`src/rtl/i2c_reg_sequencer.sv`:
```
`default_nettype none
// ============================================================================
//  Module   : i2c_reg_sequencer
//  Purpose  : Turns single register read/write requests into the sequence of
//             byte-level commands for an I2C master and reports the outcome.
//               write: START, dev+W, reg, data, STOP
//               read : START, dev+W, reg, RESTART, dev+R, READ_NACK, STOP
//             A slave NACK or a master that stays silent too long aborts the
//             sequence. Every started transaction ends with STOP.
//  Revision : 1.0  initial release
// ----------------------------------------------------------------------------
//  Ports
//    clk, reset_n          clock, synchronous active-low reset
//    req_valid/req_ready   client request handshake
//    req_rw                1 = read, 0 = write
//    req_dev_addr[6:0]     slave address
//    req_reg_addr[7:0]     register address
//    req_wdata[7:0]        write data
//    resp_valid            one-cycle completion pulse
//    resp_rdata[7:0]       read data (0 on writes and aborts)
//    resp_nack             slave NACKed an address/data byte
//    resp_timeout          master did not report done in time
//    cmd_valid/cmd_ready   command handshake towards the master
//    cmd_op[2:0]           0 START 1 RESTART 2 WRITE 3 READ_ACK 4 READ_NACK 5 STOP
//    cmd_data[7:0]         byte for WRITE, 0 otherwise
//    done_valid            master completion pulse
//    done_ack              slave ACK after a WRITE
//    done_data[7:0]        received byte after a READ
// ============================================================================
module i2c_reg_sequencer #(
  parameter logic [15:0] TIMEOUT_CYCLES = 16'd4095
) (
  input  logic       clk,
  input  logic       reset_n,
  input  logic       req_valid,
  output logic       req_ready,
  input  logic       req_rw,
  input  logic [6:0] req_dev_addr,
  input  logic [7:0] req_reg_addr,
  input  logic [7:0] req_wdata,
  output logic       resp_valid,
  output logic [7:0] resp_rdata,
  output logic       resp_nack,
  output logic       resp_timeout,
  output logic       cmd_valid,
  input  logic       cmd_ready,
  output logic [2:0] cmd_op,
  output logic [7:0] cmd_data,
  input  logic       done_valid,
  input  logic       done_ack,
  input  logic [7:0] done_data
);

  typedef enum logic [3:0] {
    S_IDLE, S_START, S_DEV_W, S_REG, S_WDATA,
    S_RESTART, S_DEV_R, S_READ, S_STOP, S_RESP
  } state_t;

  localparam logic [2:0] c_OP_START     = 3'd0;
  localparam logic [2:0] c_OP_RESTART   = 3'd1;
  localparam logic [2:0] c_OP_WRITE     = 3'd2;
  localparam logic [2:0] c_OP_READ_NACK = 3'd4;
  localparam logic [2:0] c_OP_STOP      = 3'd5;

  state_t      state_q, state_d;
  logic        issue_q, issue_d;   // 1 = ISSUE phase, 0 = WAIT phase
  logic        rw_q, rw_d;
  logic [6:0]  dev_q, dev_d;
  logic [7:0]  reg_q, reg_d;
  logic [7:0]  wdata_q, wdata_d;
  logic [7:0]  rdata_q, rdata_d;
  logic        nack_q, nack_d;
  logic        timeout_q, timeout_d;
  logic [15:0] timer_q, timer_d;

  logic        w_cmd_state;
  logic        w_ack_checked;
  logic [15:0] w_timer_inc;
  logic [2:0]  w_op;
  logic [7:0]  w_byte;

  assign w_cmd_state   = (state_q != S_IDLE) && (state_q != S_RESP);
  // Only address/data bytes carry a meaningful ACK from the slave.
  assign w_ack_checked = (state_q == S_DEV_W) || (state_q == S_REG) ||
                         (state_q == S_WDATA) || (state_q == S_DEV_R);
  assign w_timer_inc   = (timer_q == 16'hFFFF) ? timer_q : timer_q + 16'd1;

  always_comb begin
    w_op   = c_OP_START;
    w_byte = 8'h00;
    case (state_q)
      S_DEV_W:   begin w_op = c_OP_WRITE; w_byte = {dev_q, 1'b0}; end
      S_REG:     begin w_op = c_OP_WRITE; w_byte = reg_q;         end
      S_WDATA:   begin w_op = c_OP_WRITE; w_byte = wdata_q;       end
      S_RESTART: w_op = c_OP_RESTART;
      S_DEV_R:   begin w_op = c_OP_WRITE; w_byte = {dev_q, 1'b1}; end
      S_READ:    w_op = c_OP_READ_NACK;
      S_STOP:    w_op = c_OP_STOP;
      default:   w_op = c_OP_START;
    endcase
  end

  assign req_ready    = (state_q == S_IDLE);
  assign cmd_valid    = w_cmd_state && issue_q;
  assign cmd_op       = cmd_valid ? w_op : 3'd0;
  assign cmd_data     = cmd_valid ? w_byte : 8'h00;
  assign resp_valid   = (state_q == S_RESP);
  assign resp_nack    = resp_valid && nack_q;
  assign resp_timeout = resp_valid && timeout_q;
  assign resp_rdata   = (resp_valid && !nack_q && !timeout_q) ? rdata_q : 8'h00;

  always_comb begin
    state_d   = state_q;
    issue_d   = issue_q;
    rw_d      = rw_q;
    dev_d     = dev_q;
    reg_d     = reg_q;
    wdata_d   = wdata_q;
    rdata_d   = rdata_q;
    nack_d    = nack_q;
    timeout_d = timeout_q;
    timer_d   = timer_q;
    case (state_q)
      S_IDLE: begin
        if (req_valid) begin
          rw_d      = req_rw;
          dev_d     = req_dev_addr;
          reg_d     = req_reg_addr;
          wdata_d   = req_wdata;
          rdata_d   = 8'h00;
          nack_d    = 1'b0;
          timeout_d = 1'b0;
          timer_d   = 16'd0;
          issue_d   = 1'b1;
          state_d   = S_START;
        end
      end
      S_RESP: state_d = S_IDLE;
      default: begin
        if (issue_q) begin
          if (cmd_ready) begin
            issue_d = 1'b0;
            timer_d = 16'd0;
          end
        end else if (done_valid) begin
          // A completion in the same cycle as the timeout limit wins.
          issue_d = 1'b1;
          if (w_ack_checked && !done_ack) begin
            nack_d = 1'b1;
          end
          case (state_q)
            S_START:   state_d = S_DEV_W;
            S_DEV_W:   state_d = done_ack ? S_REG : S_STOP;
            S_REG:     state_d = !done_ack ? S_STOP : (rw_q ? S_RESTART : S_WDATA);
            S_WDATA:   state_d = S_STOP;
            S_RESTART: state_d = S_DEV_R;
            S_DEV_R:   state_d = done_ack ? S_READ : S_STOP;
            S_READ: begin
              rdata_d = done_data;
              state_d = S_STOP;
            end
            S_STOP:    state_d = S_RESP;
            default:   state_d = S_IDLE;
          endcase
        end else begin
          // The counted value reaching the limit means this is the last
          // WAIT cycle the master was allowed.
          timer_d = w_timer_inc;
          if (w_timer_inc == TIMEOUT_CYCLES) begin
            timeout_d = 1'b1;
            issue_d   = 1'b1;
            state_d   = (state_q == S_STOP) ? S_RESP : S_STOP;
          end
        end
      end
    endcase
  end

  always_ff @(posedge clk) begin
    if (!reset_n) begin
      state_q   <= S_IDLE;
      issue_q   <= 1'b0;
      rw_q      <= 1'b0;
      dev_q     <= 7'd0;
      reg_q     <= 8'h00;
      wdata_q   <= 8'h00;
      rdata_q   <= 8'h00;
      nack_q    <= 1'b0;
      timeout_q <= 1'b0;
      timer_q   <= 16'd0;
    end else begin
      state_q   <= state_d;
      issue_q   <= issue_d;
      rw_q      <= rw_d;
      dev_q     <= dev_d;
      reg_q     <= reg_d;
      wdata_q   <= wdata_d;
      rdata_q   <= rdata_d;
      nack_q    <= nack_d;
      timeout_q <= timeout_d;
      timer_q   <= timer_d;
    end
  end

endmodule
`default_nettype wire
```
`config.mk`:
```
export PLATFORM = sky130hd
export DESIGN_NAME = i2c_reg_sequencer
export DESIGN_NICKNAME = d
export VERILOG_FILES = /design/src/rtl/i2c_reg_sequencer.sv
export SDC_FILE = /design/constraint.sdc
export NUM_CORES = 1
export LEC_CHECK = 0
export ABC_CLOCK_PERIOD_IN_PS = 3000
export CORE_ASPECT_RATIO = 0.8
export CORE_MARGIN = 5
export CORE_UTILIZATION = 30
export CTS_BUF_LIST = sky130_fd_sc_hd__clkbuf_4 sky130_fd_sc_hd__clkbuf_8 sky130_fd_sc_hd__clkbuf_16
export DETAILED_ROUTE_END_ITERATION = 16
export GPL_ROUTABILITY_DRIVEN = 1
export PLACE_DENSITY_LB_ADDON = 0.1
export REMOVE_ABC_BUFFERS = 1
export SYNTH_ARGS = -nofsm -noshare
export SYNTH_HDL_FRONTEND = slang
export SYNTH_SLANG_ARGS = --single-unit
```
`constraint.sdc`:
```
create_clock -name clk -period 3 [get_ports clk]
set_input_delay 0.6 -clock clk [delete_from_list [all_inputs] [get_ports clk]]
set_output_delay 0.6 -clock clk [all_outputs]
set_load 0.005 [all_outputs]
```
==> results of run 1 <==
==> worst min-delay path: stages, from the launching register on <==
cell	delay, ns
dfxtp_1	0.31
nand2_1	0.05
a21oi_1	0.05
==> logic make-up after synthesis <==
kind of cell	count (synthesis)	share of synthesized area, %
AOI/OAI and AO/OA	111	22.48
muxes	8	2.727
and+or+nand+nor	203	32.48
buffers and inverters	37	4.959
DFF	55	36.36
adders and majority gates	1	0.4132
xor gates and xnor gates	2	0.5786
==> what timing repair did <==
action / 4_1_cts / 5_1_grt
gates resized for setup: 1 / 9
gates cloned: 0 / 0
endpoints found under the setup margin: 4 / 14
hold buffers: 0 / 0
==> power by group <==
group,switching [uW],internal [uW],total [uW]
Sequential,81.4,845,927
Clock,271,478,749
Combinational,672,401,1070
==> metal layers <==
layer / vias up / part of all wire (%)
met4: 0 / 0.87
met2: 100 / 39
met3: 6 / 7.1
met5: - / 0
met1: 1443 / 53
li1: 1596 / -
==> final cells by class <==
class | count | area [um^2] | share of cell area (%)
clock buffer | 5 | 125.1 | 3.075
clock inverter | 3 | 67.56 | 1.661
inverter | 11 | 41.29 | 1.015
multi-input combinational | 325 | 1808 | 44.43
sequential | 55 | 1104 | 27.12
tap | 136 | 170.2 | 4.182
timing repair buffer | 80 | 753.2 | 18.51
==> worst paths after layout <==
kind / from / end / cells past startpoint
max: state_q[0] / cmd_data[5] / 8
min: rdata_q[5] / rdata_q[5] / 2
max reg2reg: timer_q[0] / state_q[0] / 8
min reg2reg: rdata_q[5] / rdata_q[5] / 2
==> flip-flops by register name, indices dropped and copies added (netlist names) <==
register   flops
nack_q         1
dev_q          7
rdata_q        8
rw_q           1
wdata_q        8
timeout_q      1
timer_q       16
state_q        4
reg_q          8
issue_q        1
==> cells in the final DEF (no fill, tap or decap), types with 9 or more instances in the layout <==
cell	netlist	routed
buf_4	2	19
dfxtp_1	55	53
and2_1	11	10
clkdlybuf4s50_1	0	61
a22oi_1	9	9
inv_1	11	10
nor3_1	11	11
nand2_1	84	84
nor2_1	41	40
o21ai_0	16	16
nand3_1	17	15
a21oi_1	51	50
==> stage by stage <==
step,hold slack [ns],setup TNS [ns]
final,0.4475,0
after CTS,0.4503,0
after detailed placement,0.4402,0
after global routing,0.4675,-0.01783
after floorplan,0.4273,0
after global placement,0.4347,0
==> flow_summary.toml, run 1 <==
[finish]
fill_cells = 1010
final_util_pct = 41.65
fin_cells = 615
diodes = 0
area_delta_synth_final_pct = 34.38
layout-drive-gt1-share_pct = 9.603
stdcell_area_mm2 = 0.004069
fin_nets = 517

[global_routing]
grt_pass1_vias = 2884
grt_max_degree = 49
use_met2_pct = 19.72
grt_util_met1_pct = 22.65
grtUsageMet3_pct = 3.775
antenna_found_initial = 0
grt_usage_pct = 14.62
grt-ovfl-total = 0
grt_pass1_wl_um = 14520
busiest_layer = "met1"

[sta]
finalCritPeriodShare_pct = 94.99
slew_headroom_pct = 41.15
max_freq_mhz = 350.9
finalCriticalPeriod_ns = 2.850
clock_skew_ns = 0.01036
maxSlewViolCount = 0
tightest_slew_ns = 0.8806
setup_viol = 0
fin_ws_ns = 0.1504
hold_viol_final = 0

[worst_setup_path]
crit_required_ns = 2.40
start_kind = "register"
crit_family = "buffers and inverters"
rrSetupSlack_ns = 0.18
crit_type = "reg2out"
cp.arrival_ns = 2.25
path_cells = "buf_4 -> inv_1 -> nand2_1 -> a21oi_2 -> nand2_1 -> buf_4 -> nor2_1 -> clkdlybuf4s50_1"
slowest_stage = "clkdlybuf4s50_1"
path_buf_inv = 4
slowest_delay_ns = 0.52
end_kind = "primary output"
crit_path_max_fanout = 8

[floorplan]
die_w_um = 122.3
initial_core_util_pct = 30.99
die_area_mm2 = 0.01221
die_h_um = 99.86
fp-row-count = 32
core-area_mm2 = 0.009769
ios = 62

[logic_synthesis]
seq_area_frac_synth_pct = 36.36
async_flop_share_pct = 0
yosysWarnings = 0
yosysMostFrequentCell = "nand2_1"
synth_cell_type_count = 56
syn_avg_cell_area_um2 = 7.261
synth_cells = 417
yosysTopAreaCell = "dfxtp_1"
synthFlopType = "dfxtp_1"
synthesis.area_mm2 = 0.003028
synth_top_cells_by_count = "nand2_1 (84), dfxtp_1 (55), a21oi_1 (51)"
synth_edf_count = 0
ys_ff_latch = 55
synth.area.top_cells = "dfxtp_1 (36%), nand2_1 (10%), a21oi_1 (8.4%)"
synthDominantCellAreaShare_pct = 36.36

[route]
drtIter0Drc = 147
wl_per_cell_um = 14.60
ant_nets = 0
via_per_inst = 5.114
drc = 0
drt_first_pass_iters = 4
num_vias = 3145
wl_um = 8976

[clock_tree]
cts_setup_buffers = 0
cts_sinks = 55
cts_tree = "built"
cts_htree_levels = 2
clkTransAtPathRegs_ns = 0.07
cts_buffer_depth = 2
clk_latency_ns = 0.30
cts-buffers-inserted = 5
root_buffer = "clkbuf_16"

[power_and_ir_drop]
powerDensity_mw_per_mm2 = 675.6
p_total_uw = 2749
peakVddDrop_mv = 0.3687
p_leak_uw = 0.001422

[place]
dpl_cell_area_mm2 = 0.003842
dp_cells = 607
dp_hpwl_um = 6467
portBuffers = 61
place.gp.congestion = 0.9209
dp_slack_ns = 0.09910

[min_path]
hold_class = "reg2reg"

[outcome]
status = "finished clean"

[job]
drv_cap = 0
(Power assumes the default switching activity.)
==> run 2, diff against run 1 <==
--- a/config.mk
+++ b/config.mk
@@ -6,6 +6,7 @@
 export NUM_CORES = 1
 export LEC_CHECK = 0
 export ABC_CLOCK_PERIOD_IN_PS = 3000
+export CAP_MARGIN = 20
 export CORE_ASPECT_RATIO = 0.8
 export CORE_MARGIN = 5
 export CORE_UTILIZATION = 30
==> results of run 2 <==
Same layout as run 1: the final DEF is identical, and so are final timing and power.
